`src/rtl/mmio_pkg.sv`:
```
// Shared definitions for the memory-mapped I/O controller: window base,
// register offsets, STATUS bit positions and the debouncer state type.
package mmio_pkg;

  localparam logic [31:0] IO_BASE_DEF = 32'd4096;
  localparam logic [31:0] IO_SPAN     = 32'd16;

  localparam logic [3:0] OFF_SW     = 4'd0;
  localparam logic [3:0] OFF_LED    = 4'd1;
  localparam logic [3:0] OFF_CYCLE  = 4'd2;
  localparam logic [3:0] OFF_CMP    = 4'd3;
  localparam logic [3:0] OFF_STATUS = 4'd4;

  localparam int ST_MATCH = 0;
  localparam int ST_LEVEL = 1;
  localparam int ST_PRESS = 2;

  typedef enum logic {
    DB_STABLE = 1'b0,
    DB_COUNT  = 1'b1
  } db_state_e;

  // True when addr falls inside the 16-word I/O window starting at base.
  // The upper bound is formed in 33 bits so a window near the top of the
  // address space cannot wrap.
  function automatic logic in_io_window(input logic [31:0] addr,
                                        input logic [31:0] base);
    logic [32:0] lim;
    lim = {1'b0, base} + {1'b0, IO_SPAN};
    return (addr >= base) && ({1'b0, addr} < lim);
  endfunction

endpackage

```
`src/rtl/btn_debouncer.sv`:
```
// Push-button conditioner: two-flop synchronizer followed by a stability
// counter. The accepted level only changes after the synchronized input has
// differed from it for DEBOUNCE_CYC consecutive cycles.
module btn_debouncer
  import mmio_pkg::*;
#(
  parameter logic [19:0] DEBOUNCE_CYC = 20'd290000
) (
  input  logic clock,
  input  logic reset,
  input  logic raw,
  output logic level,
  output logic rise
);

  logic        s1_q;
  logic        s2_q;
  logic        level_q;
  logic [19:0] cnt_q;
  db_state_e   state_q;
  logic        accept;

  // The cycle that detects the difference counts as the first stable
  // cycle, so acceptance happens on the DEBOUNCE_CYC-th differing cycle.
  assign accept = (state_q == DB_COUNT) && (s2_q != level_q) &&
                  (cnt_q == DEBOUNCE_CYC - 20'd1);

  // Synchronizer, debounce FSM and stability counter in one state machine.
  always_ff @(posedge clock or posedge reset) begin
    if (reset) begin
      s1_q    <= 1'b0;
      s2_q    <= 1'b0;
      state_q <= DB_STABLE;
      cnt_q   <= '0;
      level_q <= 1'b0;
    end else begin
      s1_q <= raw;
      s2_q <= s1_q;
      case (state_q)
        DB_STABLE: begin
          if (s2_q != level_q) begin
            state_q <= DB_COUNT;
            cnt_q   <= 20'd1;
          end
        end
        DB_COUNT: begin
          if (s2_q == level_q) begin
            state_q <= DB_STABLE;
            cnt_q   <= '0;
          end else if (accept) begin
            level_q <= s2_q;
            state_q <= DB_STABLE;
            cnt_q   <= '0;
          end else begin
            cnt_q <= cnt_q + 20'd1;
          end
        end
        default: begin
          state_q <= DB_STABLE;
          cnt_q   <= '0;
        end
      endcase
    end
  end

  assign level = level_q;
  // One-cycle strobe aligned with the edge that raises the accepted level.
  assign rise  = accept & s2_q;

endmodule

```
`src/rtl/mmio_controller.sv`:
```
// Memory-mapped I/O controller sitting between the processor data port and
// the data RAM. Decodes a 16-word I/O window, holds the switch/LED/timer/
// button registers and returns read data with the same 1-cycle latency as
// the RAM. Stores into the I/O window never reach the RAM.
module mmio_controller
  import mmio_pkg::*;
#(
  parameter logic [31:0] IO_BASE      = IO_BASE_DEF,
  parameter logic [19:0] DEBOUNCE_CYC = 20'd290000,
  parameter int          SW_W         = 16
) (
  input  logic            clock,
  input  logic            reset,
  input  logic [31:0]     address_dmem,
  input  logic [31:0]     data,
  input  logic            wren,
  input  logic [31:0]     q_ram,
  output logic            ram_wren,
  output logic [31:0]     q_dmem,
  input  logic [SW_W-1:0] SW,
  input  logic            btn,
  output logic [SW_W-1:0] LED
);

  logic            io_sel;
  logic            io_wr;
  logic [3:0]      io_off;
  logic            wr_led;
  logic            wr_cycle;
  logic            wr_cmp;
  logic            wr_status;

  logic [SW_W-1:0] sw_s1_q;
  logic [SW_W-1:0] sw_s2_q;
  logic [SW_W-1:0] led_q;
  logic [SW_W-1:0] led_d;
  logic [31:0]     cycle_q;
  logic [31:0]     cycle_d;
  logic [31:0]     cmp_q;
  logic [31:0]     cmp_d;
  logic            match_q;
  logic            match_d;
  logic            press_q;
  logic            press_d;
  logic            io_sel_q;
  logic [31:0]     io_rdata_q;
  logic [31:0]     io_rdata_d;

  logic            btn_level;
  logic            btn_rise;

  // Only the low nibble of (address - base) is needed inside the window.
  assign io_sel    = in_io_window(address_dmem, IO_BASE);
  assign io_off    = address_dmem[3:0] - IO_BASE[3:0];
  assign io_wr     = wren & io_sel;
  assign ram_wren  = wren & ~io_sel;

  assign wr_led    = io_wr && (io_off == OFF_LED);
  assign wr_cycle  = io_wr && (io_off == OFF_CYCLE);
  assign wr_cmp    = io_wr && (io_off == OFF_CMP);
  assign wr_status = io_wr && (io_off == OFF_STATUS);

  btn_debouncer #(
    .DEBOUNCE_CYC(DEBOUNCE_CYC)
  ) u_btn (
    .clock (clock),
    .reset (reset),
    .raw   (btn),
    .level (btn_level),
    .rise  (btn_rise)
  );

  // Next-state for the register file; sticky flags let a set beat a W1C.
  always_comb begin
    led_d   = wr_led ? data[SW_W-1:0] : led_q;
    cycle_d = wr_cycle ? data : cycle_q + 32'd1;
    cmp_d   = wr_cmp ? data : cmp_q;

    match_d = match_q;
    if (wr_status && data[ST_MATCH]) match_d = 1'b0;
    if (cycle_q == cmp_q)            match_d = 1'b1;

    press_d = press_q;
    if (wr_status && data[ST_PRESS]) press_d = 1'b0;
    if (btn_rise)                    press_d = 1'b1;
  end

  // Read mux over the current register values; reserved offsets read 0.
  always_comb begin
    io_rdata_d = '0;
    if (io_sel) begin
      case (io_off)
        OFF_SW:    io_rdata_d = 32'(sw_s2_q);
        OFF_LED:   io_rdata_d = 32'(led_q);
        OFF_CYCLE: io_rdata_d = cycle_q;
        OFF_CMP:   io_rdata_d = cmp_q;
        OFF_STATUS: begin
          io_rdata_d[ST_MATCH] = match_q;
          io_rdata_d[ST_LEVEL] = btn_level;
          io_rdata_d[ST_PRESS] = press_q;
        end
        default:   io_rdata_d = '0;
      endcase
    end
  end

  // Register file, switch synchronizer and read-return pipeline.
  always_ff @(posedge clock or posedge reset) begin
    if (reset) begin
      sw_s1_q    <= '0;
      sw_s2_q    <= '0;
      led_q      <= '0;
      cycle_q    <= '0;
      cmp_q      <= 32'hFFFF_FFFF;
      match_q    <= 1'b0;
      press_q    <= 1'b0;
      io_sel_q   <= 1'b0;
      io_rdata_q <= '0;
    end else begin
      sw_s1_q    <= SW;
      sw_s2_q    <= sw_s1_q;
      led_q      <= led_d;
      cycle_q    <= cycle_d;
      cmp_q      <= cmp_d;
      match_q    <= match_d;
      press_q    <= press_d;
      io_sel_q   <= io_sel;
      io_rdata_q <= io_rdata_d;
    end
  end

  assign q_dmem = io_sel_q ? io_rdata_q : q_ram;
  assign LED    = led_q;

endmodule

```
`config.mk`:
```
export PLATFORM = sky130hd
export DESIGN_NAME = mmio_controller
export DESIGN_NICKNAME = d
export VERILOG_FILES = /design/src/rtl/mmio_pkg.sv /design/src/rtl/btn_debouncer.sv /design/src/rtl/mmio_controller.sv
export SDC_FILE = /design/constraint.sdc
export NUM_CORES = 1
export LEC_CHECK = 0
export CORE_ASPECT_RATIO = 1.75
export CORE_MARGIN = 3
export CORE_UTILIZATION = 52
export DETAILED_ROUTE_END_ITERATION = 12
export GPL_TIMING_DRIVEN = 0
export PLACE_DENSITY = 0.8
export SETUP_SLACK_MARGIN = 0.02
export SYNTH_ARGS = -nofsm -noshare
export SYNTH_HDL_FRONTEND = slang
export SYNTH_SLANG_ARGS = --single-unit
```
`constraint.sdc`:
```
create_clock -name clock -period 8.1 [get_ports clock]
set_input_delay 2.025 -clock clock [delete_from_list [all_inputs] [get_ports clock]]
set_output_delay 2.025 -clock clock [all_outputs]
set_load 0.01 [all_outputs]
```
==> out/metrics.cfg, run 1 <==
[outcome]
status=finished, final reports clean

[floorplan]
fp.dieW_um=101
die_area_mm2=0.0175
core_region_area_mm2=0.0155
fp-row-count=60
start_util=0.536
fp.dieH_um=173
io_pins=165

[clock_tree]
cts_num_sinks=171
cts_tree=done
cts-root-buf=clkbuf_16
ctsLongestPathBuffers=2
postCtsSetupBuffers=0
cts-resized-gates=0
ctsHoldBuffers=0
cts_htree_levels=4
numCtsBuffers=17
clk_pin_slew_worst_paths_ns=0.06
clk_latency_ns=0.43

[setup_path]
path_max_fanout=10
slowest_delay_ns=0.51
crit_top_cell=clkdlybuf4s50_1
crit_chain=clkdlybuf4s50_1, nor4b_1, nand3_1, nor2_1, clkbuf_1, nor2b_1, clkdlybuf4s50_1
cp-start-kind=input pin
required_ns=6.08
arrival_ns=4.42
critPathKind=in -> out
endpoint_kind=output port
slowest_stage=clkdlybuf4s50_1

[global_route]
overflow=0
grt_pass1_wl_um=35600
grt_max_degree=92
grt_pass1_vias=6846
track_usage=0.261
antenna_found_initial=0

[placed_design]
dp.cells=1073
placed_area_mm2=0.0102
gp_routability_congestion=0.945
hpwl_um=16800
io_buffer_count=162

[drt]
finalWirelength_um=22300
via_per_inst=5.82
wire_per_inst_um=20.2
ant_nets=0
drc_errors=0
drtIter0Drc=392
vias=6426
firstDrtPassIters=6

[sta]
hold_viol=0
fin_worst_skew_ns=0.00848
fin_crit_ns=6.44
worst_pin_slew_ns=0.989
max_freq_mhz=155
slew_headroom=0.334
fin_crit_sh=0.795
setup_tns_ns=0
rsz0062_at_grt=no
drv_slew=0
setup_violations=0

[synth]
ys.warnings.count=0
synth_nets=842
ys_seq_area_frac=0.521
yosys_most_used_dff=dfrtp_1
avgSynthCellArea_um2=11.4
yosysUniqueCellTypes=58
synthArstFlopShare=1.00
syn-cell-area_mm2=0.00828
ys_ff_latch=171
netlist_instances=724
synth_edf_count=0

[hold_path]
hp-class=reg -> reg

[cells_and_area]
n_antenna_cell=0
final_cells=1105
drive_gt1_frac=0.208
area_growth_pct=29.5
fin_nets=1024
final_area_mm2=0.0107

[power]
power.internal_mw=1.37
p_leak_nw=4.22
peakVddDrop_uv=144
combPwrFrac=0.081
clockPowerShare=0.430
power.switching_mw=0.415
power_mw=1.78
p_seq_frac=0.489
p_sw_frac=0.233
p_per_area_mw_per_mm2=166

[job]
max_cap_viol_count=0

[power by group through the flow]
stage	Sequential [mW]	Clock (mW)	Combinational, mW
after CTS	0.872	0.777	0.145
after global placement	0.887	0	0.141
after detailed placement	0.887	0	0.144
after floorplan	0.885	0	0.0511
final	0.872	0.766	0.144
after global routing	0.873	0.804	0.155
[metal layers]
metal	share of wire	global-route usage
met1	0.36	0.288
met3	0.048	0.0488
met4	0.036	0.114
met2	0.56	0.474
met5	0	0
[cell usage in the layout (no fill, tap or decap), types with 6 or more instances in the layout]
cell type        netlist  routed
dfstp_2               32      32
buf_2                  9       9
and4_1                 6       6
nand4_1               26      26
nor3_1                 8       8
clkbuf_16              0      17
o21ai_1                7       7
clkbuf_1              17      18
clkdlybuf4s50_1        0     162
a31oi_1               10      10
nor2_1                37      37
inv_1                 14      13
buf_4                  7       7
mux4_2                 6       6
a21oi_1               16      16
nor4_1                17      17
xnor2_1               53      53
a22oi_1               22      22
nand3_1               20      20
mux2i_1                8       8
mux2_2                83      83
nand2_1               63      63
dfrtp_1              139     139
xor2_1                10      10
and3_1                12      12
o21ai_0               37      37
[cell usage after synthesis, types with 3 or more instances]
cell / number / area (um^2)
buf_4: 7 / 52.6
mux2_2: 83 / 935
nor4_4: 3 / 63.8
nor3_1: 8 / 40.0
nand3_1: 20 / 100
a222oi_1: 3 / 30.0
nor2_1: 37 / 139
o21ai_1: 7 / 35.0
and2_1: 4 / 25.0
a31oi_1: 10 / 62.6
dfstp_2: 32 / 841
buf_2: 9 / 45.0
nor2b_1: 3 / 18.8
dfrtp_1: 139 / 3480
nand2b_1: 5 / 31.3
xor2_1: 10 / 87.6
buf_6: 3 / 33.8
mux4_2: 6 / 135
and4_1: 6 / 52.6
inv_1: 14 / 52.6
xnor2_1: 53 / 464
nor4_1: 17 / 106
nand4_1: 26 / 163
a22oi_1: 22 / 165
a21oi_1: 16 / 80.1
and3_1: 12 / 75.1
mux2i_1: 8 / 80.1
buf_1: 5 / 18.8
clkbuf_1: 17 / 63.8
nand2_1: 63 / 236
a22o_1: 5 / 43.8
o21ai_0: 37 / 185
[final cells by class]
| cell class | instances | area (um^2) |
|---|---|---|
| Clock inverter | 11 | 85.1 |
| Inverter | 14 | 60.1 |
| Buffer | 45 | 256 |
| Timing Repair Buffer | 163 | 1650 |
| Multi-Input combinational cell | 494 | 3650 |
| Tap cell | 186 | 233 |
| Clock buffer | 21 | 470 |
| Sequential cell | 171 | 4320 |
| Fill cell | 1158 | 4740 |
[state kept, by name (all words and copies together) (netlist names)]
register       flops
cmp_q             32
cycle_q           32
io_rdata_q        32
u_btn.cnt_q       20
LED               16
sw_s1_q           16
sw_s2_q           16
io_sel_q           1
match_q            1
press_q            1
u_btn.level        1
u_btn.s1_q         1
u_btn.s2_q         1
u_btn.state_q      1
[worst paths after layout]
kind	startpoint	to	slack, ns	cells after the start
min in group asynchronous	reset	sw_s1_q[12]$_DFF_PP0_	2.08	2
max in group asynchronous	reset	cmp_q[4]$_DFFE_PP1P_	5.17	3
min	sw_s1_q[15]$_DFF_PP0_	sw_s2_q[15]$_DFF_PP0_	0.35	0
min reg2reg	sw_s1_q[15]$_DFF_PP0_	sw_s2_q[15]$_DFF_PP0_	0.35	0
max reg2reg	cycle_q[0]$_DFF_PP0_	cycle_q[28]$_DFF_PP0_	5.85	7
max	address_dmem[8]	ram_wren	1.66	7
[cell families after synthesis]
group	after synthesis	synth area share
XOR/XNOR	63	0.0666
flip-flops	171	0.521
buffers and inverters	59	0.0373
multiplexers	98	0.142
AND/OR/NAND/NOR	220	0.146
adder cells (fa/ha/maj)	2	0.00302
AO/OA/AOI/OAI	111	0.0837
[stage by stage]
stage	setup slack [ns]	util	hold WS, ns
floorplan	1.50	-	0.331
finish	1.66	0.694	0.347
CTS	1.67	0.694	0.351
global route	1.47	0.694	0.356
detailed placement	1.65	0.658	0.336
global placement	-0.642	0.656	0.332
[worst max-delay path, delay by kind of cell]
family                 cells  cell delay (ns)
and+or+nand+nor            4             1.01
buffers and inverters      3             1.37
No activity file was read; power rests on OpenSTA's default activity.
==> run 2, diff against run 1 <==
--- a/config.mk
+++ b/config.mk
@@ -7,10 +7,10 @@
 export LEC_CHECK = 0
 export CORE_ASPECT_RATIO = 1.75
 export CORE_MARGIN = 3
-export CORE_UTILIZATION = 52
+export CORE_UTILIZATION = 47
 export DETAILED_ROUTE_END_ITERATION = 12
 export GPL_TIMING_DRIVEN = 0
-export PLACE_DENSITY = 0.8
+export PLACE_DENSITY = 0.77
 export SETUP_SLACK_MARGIN = 0.02
 export SYNTH_ARGS = -nofsm -noshare
 export SYNTH_HDL_FRONTEND = slang
==> constraint.sdc (replaced) <==
create_clock -name clock -period 5.2 [get_ports clock]
set_input_delay 1.3 -clock clock [delete_from_list [all_inputs] [get_ports clock]]
set_output_delay 1.3 -clock clock [all_outputs]
set_load 0.01 [all_outputs]
==> out/metrics.cfg, run 2 (synthesized netlist as in run 1, its figures left out) <==
[sta]
fin_worst_skew_ns=0.0116  ; was 0.00848 ns
worst_pin_slew_ns=0.873  ; was 0.989 ns
max_freq_mhz=206
setup_tns_ns=0  ; unchanged
drv_slew=0  ; unchanged
fin_crit_ns=4.85
fin_crit_sh=0.933
whs_ns=0.349  ; was 0.347 ns
rsz0062_at_grt=no  ; unchanged
layout_setup_ws_ns=0.348  ; was 1.66 ns
slew_headroom=0.413  ; was 0.334
hold_viol=0  ; unchanged
setup_violations=0  ; unchanged

[placed_design]
placed_area_mm2=0.0103  ; was 0.0102 mm^2
dp.cells=1117  ; was 1073
io_buffer_count=162  ; unchanged
post-place-ws_ns=0.196  ; was 1.65 ns
gp_routability_congestion=0.923  ; was 0.945
hpwl_um=17000  ; was 16800 um

[drt]
via_per_inst=5.65  ; was 5.82
vias=6494  ; was 6426
firstDrtPassIters=5  ; was 6
drtIter0Drc=361  ; was 392
finalWirelength_um=22500  ; was 22300 um
drc_errors=0  ; unchanged
ant_nets=0  ; unchanged
wire_per_inst_um=19.6  ; was 20.2 um

[power]
peakVddDrop_uv=229  ; was 144 uV
p_leak_nw=4.27  ; was 4.22 nW
power_mw=2.86  ; was 1.78 mW
p_per_area_mw_per_mm2=263  ; was 166 mW/mm^2

[global_route]
grt_max_degree=44  ; was 92
grt_pass1_vias=6890  ; was 6846
antenna_found_initial=0  ; unchanged
track_usage=0.242  ; was 0.261
overflow=0  ; unchanged
grt_pass1_wl_um=36600  ; was 35600 um

[floorplan]
fp-row-count=63  ; was 60
fp.dieH_um=182  ; was 173 um
fp.dieW_um=106  ; was 101 um
start_util=0.484  ; was 0.536
core_region_area_mm2=0.0171  ; was 0.0155 mm^2
die_area_mm2=0.0193  ; was 0.0175 mm^2
io_pins=165  ; unchanged

[cells_and_area]
fill_cells=1388  ; was 1158
seq_area_mm2=0.00432  ; unchanged
layout_common_cells=clkdlybuf4s50_1 (162), dfrtp_1 (139), mux2_2 (83), nand2_1 (63), xnor2_1 (53)  ; unchanged
multiInputGateArea_mm2=0.00365  ; unchanged
area_growth_pct=31.2  ; was 29.5%
fin_nets=1027  ; was 1024
final_core_util=0.635  ; was 0.694
reg_top3=cmp_q (32), cycle_q (32), io_rdata_q (32)  ; unchanged
final_cells=1149  ; was 1105
drive_gt1_frac=0.213  ; was 0.208
layout_commonest_cell=clkdlybuf4s50_1  ; unchanged
n_antenna_cell=0  ; unchanged
final_area_mm2=0.0109  ; was 0.0107 mm^2

[setup_path]
path_max_fanout=10  ; unchanged
endpoint_kind=output port  ; unchanged
cp-start-kind=input pin  ; unchanged
required_ns=3.90  ; was 6.08 ns
arrival_ns=3.55  ; was 4.42 ns
critPathKind=in -> out  ; unchanged

[clock_tree]
clk_latency_ns=0.43  ; about the same
cts_tree=done  ; unchanged
numCtsBuffers=17  ; unchanged
ctsLongestPathBuffers=2  ; unchanged
ctsHoldBuffers=0  ; unchanged
clk_pin_slew_worst_paths_ns=0.06  ; about the same
postCtsSetupBuffers=0  ; unchanged
cts_num_sinks=171  ; unchanged
cts-root-buf=clkbuf_16  ; unchanged
cts_htree_levels=4  ; unchanged
cts-resized-gates=0  ; unchanged

[hold_path]
hp-class=reg -> reg  ; unchanged

[outcome]
status=finished, final reports clean  ; unchanged

[job]
max_cap_viol_count=0  ; unchanged

## run 2: changes by cell type in the layout (fill, tap and decap cells not counted), sizes merged
cell / change
inv: +7
clkbuf: -4
bufinv: +1
clkinv: -3
buf: +3
clkinvlp: -1
## run 2: routing by layer
metal	wire, um	GRT usage
met5	0	0
met1	8070	0.266
met4	575	0.0882
met3	1160	0.0427
met2	12700	0.458
## run 2: worst max-delay path: stages
cell and delay, ns:
clkdlybuf4s50_1 0.42, nor4_1 0.29, nand4_1 0.19, nor2_1 0.40
clkbuf_2 0.35, nor2b_1 0.10, clkdlybuf4s50_1 0.49
## run 2: final cells by class
type                            count  area share
Clock buffer                       17      0.0391
Clock inverter                     15      0.0155
Multi-Input combinational cell    494       0.336
Tap cell                          227      0.0261
Sequential cell                   171       0.397
Inverter                           14     0.00518
Timing Repair Buffer              166       0.157
Buffer                             45      0.0237
## run 2: where the power goes
| group | internal [mW] | total (mW) | switching, mW |
|---|---|---|---|
| combinational | 0.132 | 0.230 | 0.0981 |
| clock | 0.688 | 1.27 | 0.584 |
| sequential | 1.35 | 1.36 | 0.0101 |
## run 2: final timing paths
| kind | start | endpoint | slack (ns) | cells past startpoint |
|---|---|---|---|---|
| worst max-delay path | address_dmem[29] | ram_wren | 0.35 | 7 |
| worst min-delay path | sw_s1_q[12]$_DFF_PP0_ | sw_s2_q[12]$_DFF_PP0_ | 0.35 | 0 |
| worst max register to register | cycle_q[0]$_DFF_PP0_ | cycle_q[23]$_DFF_PP0_ | 2.89 | 6 |
| worst min register to register | sw_s1_q[12]$_DFF_PP0_ | sw_s2_q[12]$_DFF_PP0_ | 0.35 | 0 |
| max in group asynchronous | reset | cmp_q[16]$_DFFE_PP1P_ | 2.98 | 4 |
| min in group asynchronous | reset | u_btn.cnt_q[19]$_DFFE_PP0P_ | 1.30 | 2 |
==> run 3, diff against run 2 <==
--- a/config.mk
+++ b/config.mk
@@ -6,7 +6,7 @@
 export NUM_CORES = 1
 export LEC_CHECK = 0
 export CORE_ASPECT_RATIO = 1.75
-export CORE_MARGIN = 3
+export CORE_MARGIN = 2
 export CORE_UTILIZATION = 47
 export DETAILED_ROUTE_END_ITERATION = 12
 export GPL_TIMING_DRIVEN = 0
==> out/metrics.cfg, run 3 (synthesized netlist as in run 1, its figures left out) <==
[outcome]
status=finished, final reports clean  ; unchanged

[setup_path]
required_ns=3.90  ; about the same
path_max_fanout=10  ; unchanged
cp-start-kind=input pin  ; unchanged
critPathKind=in -> out  ; unchanged
endpoint_kind=output port  ; unchanged
arrival_ns=3.59  ; was 3.55 ns

[clock_tree]
numCtsBuffers=17  ; unchanged
clk_pin_slew_worst_paths_ns=0.06  ; about the same
cts_tree=done  ; unchanged
cts-root-buf=clkbuf_16  ; unchanged
cts_num_sinks=171  ; unchanged
ctsLongestPathBuffers=2  ; unchanged
clk_latency_ns=0.43  ; about the same
cts_htree_levels=4  ; unchanged

[floorplan]
core_region_area_mm2=0.0174  ; was 0.0171 mm^2
fp.dieH_um=180  ; was 182 um
fp-row-count=64  ; was 63
start_util=0.477  ; was 0.484
io_pins=165  ; unchanged
fp.dieW_um=104  ; was 106 um
die_area_mm2=0.0187  ; was 0.0193 mm^2

[cells_and_area]
area_growth_pct=31.1  ; was 31.2%
final_core_util=0.625  ; was 0.635
layout_commonest_cell=clkdlybuf4s50_1  ; unchanged
drive_gt1_frac=0.211  ; was 0.213
final_cells=1153  ; was 1149
fin_nets=1027  ; unchanged
layout_common_cells=clkdlybuf4s50_1 (162), dfrtp_1 (139), mux2_2 (83), nand2_1 (63), xnor2_1 (53)  ; unchanged
reg_top3=cmp_q (32), cycle_q (32), io_rdata_q (32)  ; unchanged
n_antenna_cell=0  ; unchanged
final_area_mm2=0.0109  ; about the same

[placed_design]
hpwl_um=16800  ; was 17000 um
dp.cells=1121  ; was 1117
gp_routability_congestion=0.924  ; was 0.923
io_buffer_count=162  ; unchanged
placed_area_mm2=0.0103  ; about the same
post-place-ws_ns=0.166  ; was 0.196 ns

[global_route]
grt_pass1_wl_um=36200  ; was 36600 um
overflow=0  ; unchanged
grt_max_degree=44  ; unchanged
grt_pass1_vias=6913  ; was 6890
antenna_found_initial=0  ; unchanged
track_usage=0.244  ; was 0.242

[power]
p_seq_frac=0.477  ; was 0.475
power.switching_mw=0.685  ; was 0.693 mW
p_leak_nw=4.26  ; was 4.27 nW
clockPowerShare=0.442  ; was 0.445
combPwrFrac=0.081  ; was 0.080
power_mw=2.84  ; was 2.86 mW
p_sw_frac=0.241  ; was 0.242
p_per_area_mw_per_mm2=262  ; was 263 mW/mm^2
power.internal_mw=2.16  ; was 2.17 mW
peakVddDrop_uv=197  ; was 229 uV

[sta]
fin_crit_sh=0.940  ; was 0.933
worst_pin_slew_ns=0.815  ; was 0.873 ns
slew_headroom=0.452  ; was 0.413
setup_tns_ns=0  ; unchanged
drv_slew=0  ; unchanged
rsz0062_at_grt=no  ; unchanged
setup_violations=0  ; unchanged
layout_setup_ws_ns=0.312  ; was 0.348 ns
max_freq_mhz=205  ; was 206 MHz
whs_ns=0.347  ; was 0.349 ns
fin_worst_skew_ns=0.00841  ; was 0.0116 ns
fin_crit_ns=4.89  ; was 4.85 ns
hold_viol=0  ; unchanged

[drt]
wire_per_inst_um=19.3  ; was 19.6 um
ant_nets=0  ; unchanged
drc_errors=0  ; unchanged
drtIter0Drc=392  ; was 361
via_per_inst=5.66  ; was 5.65
firstDrtPassIters=5  ; unchanged
vias=6527  ; was 6494
finalWirelength_um=22300  ; was 22500 um

[job]
max_cap_viol_count=0  ; unchanged

[hold_path]
hp-class=reg -> reg  ; unchanged

-- run 3: cell count changes in the layout (fill, tap and decap cells not counted) --
cell	delta
inv_6	-1
clkinv_2	+1
clkbuf_1	+1
clkinv_4	+1
inv_8	-2
-- run 3: worst paths after layout --
check	startpoint	endpoint	slack [ns]	cells after the start
max reg2reg	u_btn.cnt_q[0]$_DFFE_PP0P_	u_btn.cnt_q[8]$_DFFE_PP0P_	2.93	7
max	address_dmem[31]	ram_wren	0.31	7
min reg2reg	sw_s1_q[12]$_DFF_PP0_	sw_s2_q[12]$_DFF_PP0_	0.35	0
min	sw_s1_q[12]$_DFF_PP0_	sw_s2_q[12]$_DFF_PP0_	0.35	0
min in group asynchronous	reset	u_btn.cnt_q[16]$_DFFE_PP0P_	1.27	2
max in group asynchronous	reset	cmp_q[12]$_DFFE_PP1P_	3.03	4
-- run 3: layer usage --
metal  track usage  wire [um]  vias up
met2         0.444      12000      266
li1              -          -     2978
met1         0.266       8130     3205
met3        0.0402       1040       78
met5             0          0        -
met4         0.135       1080        0
-- run 3: layout make-up --
cell class | count | area [um^2]
Buffer | 45 | 258
Clock buffer | 18 | 429
Clock inverter | 14 | 151
Fill cell | 1379 | 6520
Inverter | 14 | 56.3
Multi-Input combinational cell | 494 | 3650
Sequential cell | 171 | 4320
Tap cell | 231 | 289
Timing Repair Buffer | 166 | 1700
-- run 3: timing repair --
item,4_1_cts,5_1_grt
hold buffers,0,0
endpoints found under the setup margin,0,1
gates resized for setup,0,2
buffers inserted,0,0
-- run 3: worst max-delay path, cell delays in order --
cell,delay (ns)
clkdlybuf4s50_1,0.41
nor4_1,0.33
nand4_1,0.20
nor2_1,0.40
clkbuf_2,0.36
nor2b_1,0.09
clkdlybuf4s50_1,0.49
-- run 3: power groups by stage --
stage | Clock [mW] | Sequential [mW] | Combinational, mW
2_1_floorplan | 0 | 1.38 | 0.0798
3_3_place_gp | 0 | 1.38 | 0.219
3_5_place_dp | 0 | 1.38 | 0.230
4_1_cts | 1.27 | 1.36 | 0.231
5_1_grt | 1.34 | 1.36 | 0.246
6_report | 1.26 | 1.36 | 0.229
==> RTL edit, RTL diff (flow settings as in run 1) <==
`io_rdata_q` no longer has a reset.
--- a/src/rtl/mmio_controller.sv
+++ b/src/rtl/mmio_controller.sv
@@ -116,5 +116,4 @@
       press_q    <= 1'b0;
       io_sel_q   <= 1'b0;
-      io_rdata_q <= '0;
     end else begin
       sw_s1_q    <= SW;
@@ -126,6 +125,9 @@
       press_q    <= press_d;
       io_sel_q   <= io_sel;
-      io_rdata_q <= io_rdata_d;
     end
+  end
+
+  always_ff @(posedge clock) begin
+    io_rdata_q <= io_rdata_d;
   end
 
Check against the original RTL: same outputs for any inputs over 4 cycles, from zero or initial values and one cycle with reset high; that may be too few to reach the edited logic, so the function may still have changed.
==> RTL edit against run 1 <==
Power rose by 0.23%. Register-to-register slack improved by 140 ps. Clock power increased by 2%. Sequential share of layout area is 0.62 points lower. Core utilization is 0.30 points higher. Clock skew grew 0.59 ps. Setup slack improved by 17 ps. Routed wire length is 1.9% lower. Sequential cell count did not move. Design area is 2.2% lower. Area after synthesis down 2.7%. Critical path type unchanged. Largest cell class unchanged.
==> RTL edit: results (changes against run 1) <==
NetSw - 407 µW (-1.8%)
Outcome - complete, no violations
Max IR drop VDD - 0.000140 V (-2.8%)
Placed insts - 1059 (-1.3%)
Register area share after synthesis - 51.6% (-0.54 points)
Gpl congestion - 0.913 (-3.3%)
Total number of vias - 6346 (-1.2%)
Drt pass-1 iters - 5 (-1)
Largest cells by area after synthesis - dfrtp_1 (33%), mux2_2 (13%), dfstp_2 (10%), dfxtp_1 (7.9%), xnor2_1 (4.7%)
Reg clk slew, reported paths - 60 ps (about the same)
Met3 Track Usage GR - 4.86% (-0.030 points)
Met1 Use GR - 27.8% (-0.97 points)
Final wirelength - 21900 µm (-1.9%)
Ant. Diodes - 0 (unchanged)
Max Cap Violations - 0 (unchanged)
Max Buffers Root-to-Sink - 2 (unchanged)
CP Data Arrival Time - 4400 ps (-20 ps)
Largest net degree at the start of global routing - 79 (-14%)
Share of cells above drive strength 1 - 21.4% (+0.58 points)
Syn Nets - 832 (-1.2%)
Fill count - 1131 (-2.3%)
Clock buffer count from CTS - 17 (unchanged)
IO Port Bufs - 161 (-0.62%)
Met2 Use GR - 48.9% (+1.5 points)
Setup TNS - 0 ps (unchanged)
First-pass GRT wire length - 34000 µm (-4.5%)
Worst skew pair latency - 430 ps (about the same)
Clk_skew - 9.07 ps (+0.591 ps)
Distinct cells, synth - 51 (-12%)
Initial antenna violation count - 0 (unchanged)
Nets@finish - 1013 (-1.1%)
Ys Warns - 0 (unchanged)
Post-DP HPWL - 16500 µm (-1.6%)
H-tree lvl count - 4 (unchanged)
Synth Area per Inst - 11.3 µm² (-1.3%)
Iter 0 DRT Violations - 403 (+2.8%)
Async S/R FF share, synth - 81.3% (-19 points)
WL/cell - 20.0 µm (-0.68%)
Worst Path Max Fanout - 10 (unchanged)
Vias in the first global route - 6523 (-4.7%)
Post-CTS setup buffer count - 0 (unchanged)
Resized cells post-CTS - 0 (unchanged)
Leakage - 4.18 nW (-1.1%)
Type of the most critical hold path - flip-flop to flip-flop
GRT Total Usage - 25.8% (-0.32 points)
Final Hold Viols - 0 (unchanged)
Clk root buf - clkbuf_16
Largest regs - cmp_q: 32 flops, cycle_q: 32 flops, io_rdata_q: 32 flops
Max-Slew Margin vs Limit - 54.1% (+21 points)
Commonest cells post-synth - dfrtp_1 (107), mux2_2 (90), nand2_1 (65)
-- RTL edit: changes by cell type after synthesis, sizes merged, moves of 6 or more --
cell   change
xor2      +14
mux2i      -7
dfrtp     -32
a21oi      -6
nor2       +6
dfxtp     +32
inv        -8
mux2       +7
a22o       +8
xnor2     -10
o21ai      -9
-- RTL edit: power by group through the flow --
| stage | clock network (mW) | registers [mW] | logic (mW) |
|---|---|---|---|
| after floorplan | 0 | 0.882 | 0.0488 |
| after global placement | 0 | 0.884 | 0.135 |
| after detailed placement | 0 | 0.884 | 0.139 |
| after CTS | 0.786 | 0.868 | 0.140 |
| after global routing | 0.818 | 0.869 | 0.149 |
| final | 0.779 | 0.868 | 0.139 |
-- RTL edit: path summary, 6_finish.rpt --
| kind | startpoint | end | slack (ps) | cells past startpoint |
|---|---|---|---|---|
| setup reg to reg | u_btn.cnt_q[4]$_DFFE_PP0P_ | u_btn.cnt_q[7]$_DFFE_PP0P_ | 5990 | 6 |
| setup / recovery | address_dmem[20] | ram_wren | 1680 | 7 |
| min in group asynchronous | reset | sw_s1_q[12]$_DFF_PP0_ | 2020 | 2 |
| max in group asynchronous | reset | cmp_q[4]$_DFFE_PP1P_ | 5270 | 3 |
| hold reg to reg | sw_s1_q[9]$_DFF_PP0_ | sw_s2_q[9]$_DFF_PP0_ | 350 | 0 |
| hold / removal | sw_s1_q[9]$_DFF_PP0_ | sw_s2_q[9]$_DFF_PP0_ | 350 | 0 |
-- RTL edit: through the flow --
step	utilization, %	total power, mW	setup WS, ps	hold WS (ps)	instance area [µm²]
floorplan	-	0.931	2400	331	8060
global placement	65.7	1.02	529	333	9900
detailed placement	66.0	1.02	1730	335	9930
CTS	69.7	1.79	1720	349	10500
global route	69.7	1.84	1630	354	10500
finish	69.7	1.79	1680	347	10500
-- RTL edit: per-layer routing --
metal | vias to the layer above | routed length [µm]
met5 | - | 0
met4 | 0 | 690
met3 | 48 | 1010
met2 | 235 | 12400
met1 | 3127 | 7770
li1 | 2936 | -
-- RTL edit: area by class of cell --
cell class / count / area share, %
Buffer: 49 / 2.49
Clock buffer: 20 / 4.26
Inverter: 6 / 0.262
Multi-Input combinational cell: 488 / 34.5
Clock inverter: 12 / 1.07
Sequential cell: 171 / 39.6
Timing Repair Buffer: 162 / 15.6
Tap cell: 183 / 2.18
-- RTL edit: kinds of logic after synthesis --
kind of cell	count (synthesis)	synth area share [%]
muxes	98	14.7
and+or+nand+nor	215	14.0
DFF	171	51.6
AOI/OAI and AO/OA	106	8.59
adders and majority gates	2	0.310
buffers and inverters	55	3.52
xor gates and xnor gates	67	7.28
-- RTL edit: critical path: stages --
cell             delay (ps)
clkdlybuf4s50_1         410
nor4_1                  330
nand4_1                 280
nor2_1                  440
buf_2                   330
nor2_1                   70
clkdlybuf4s50_1         510
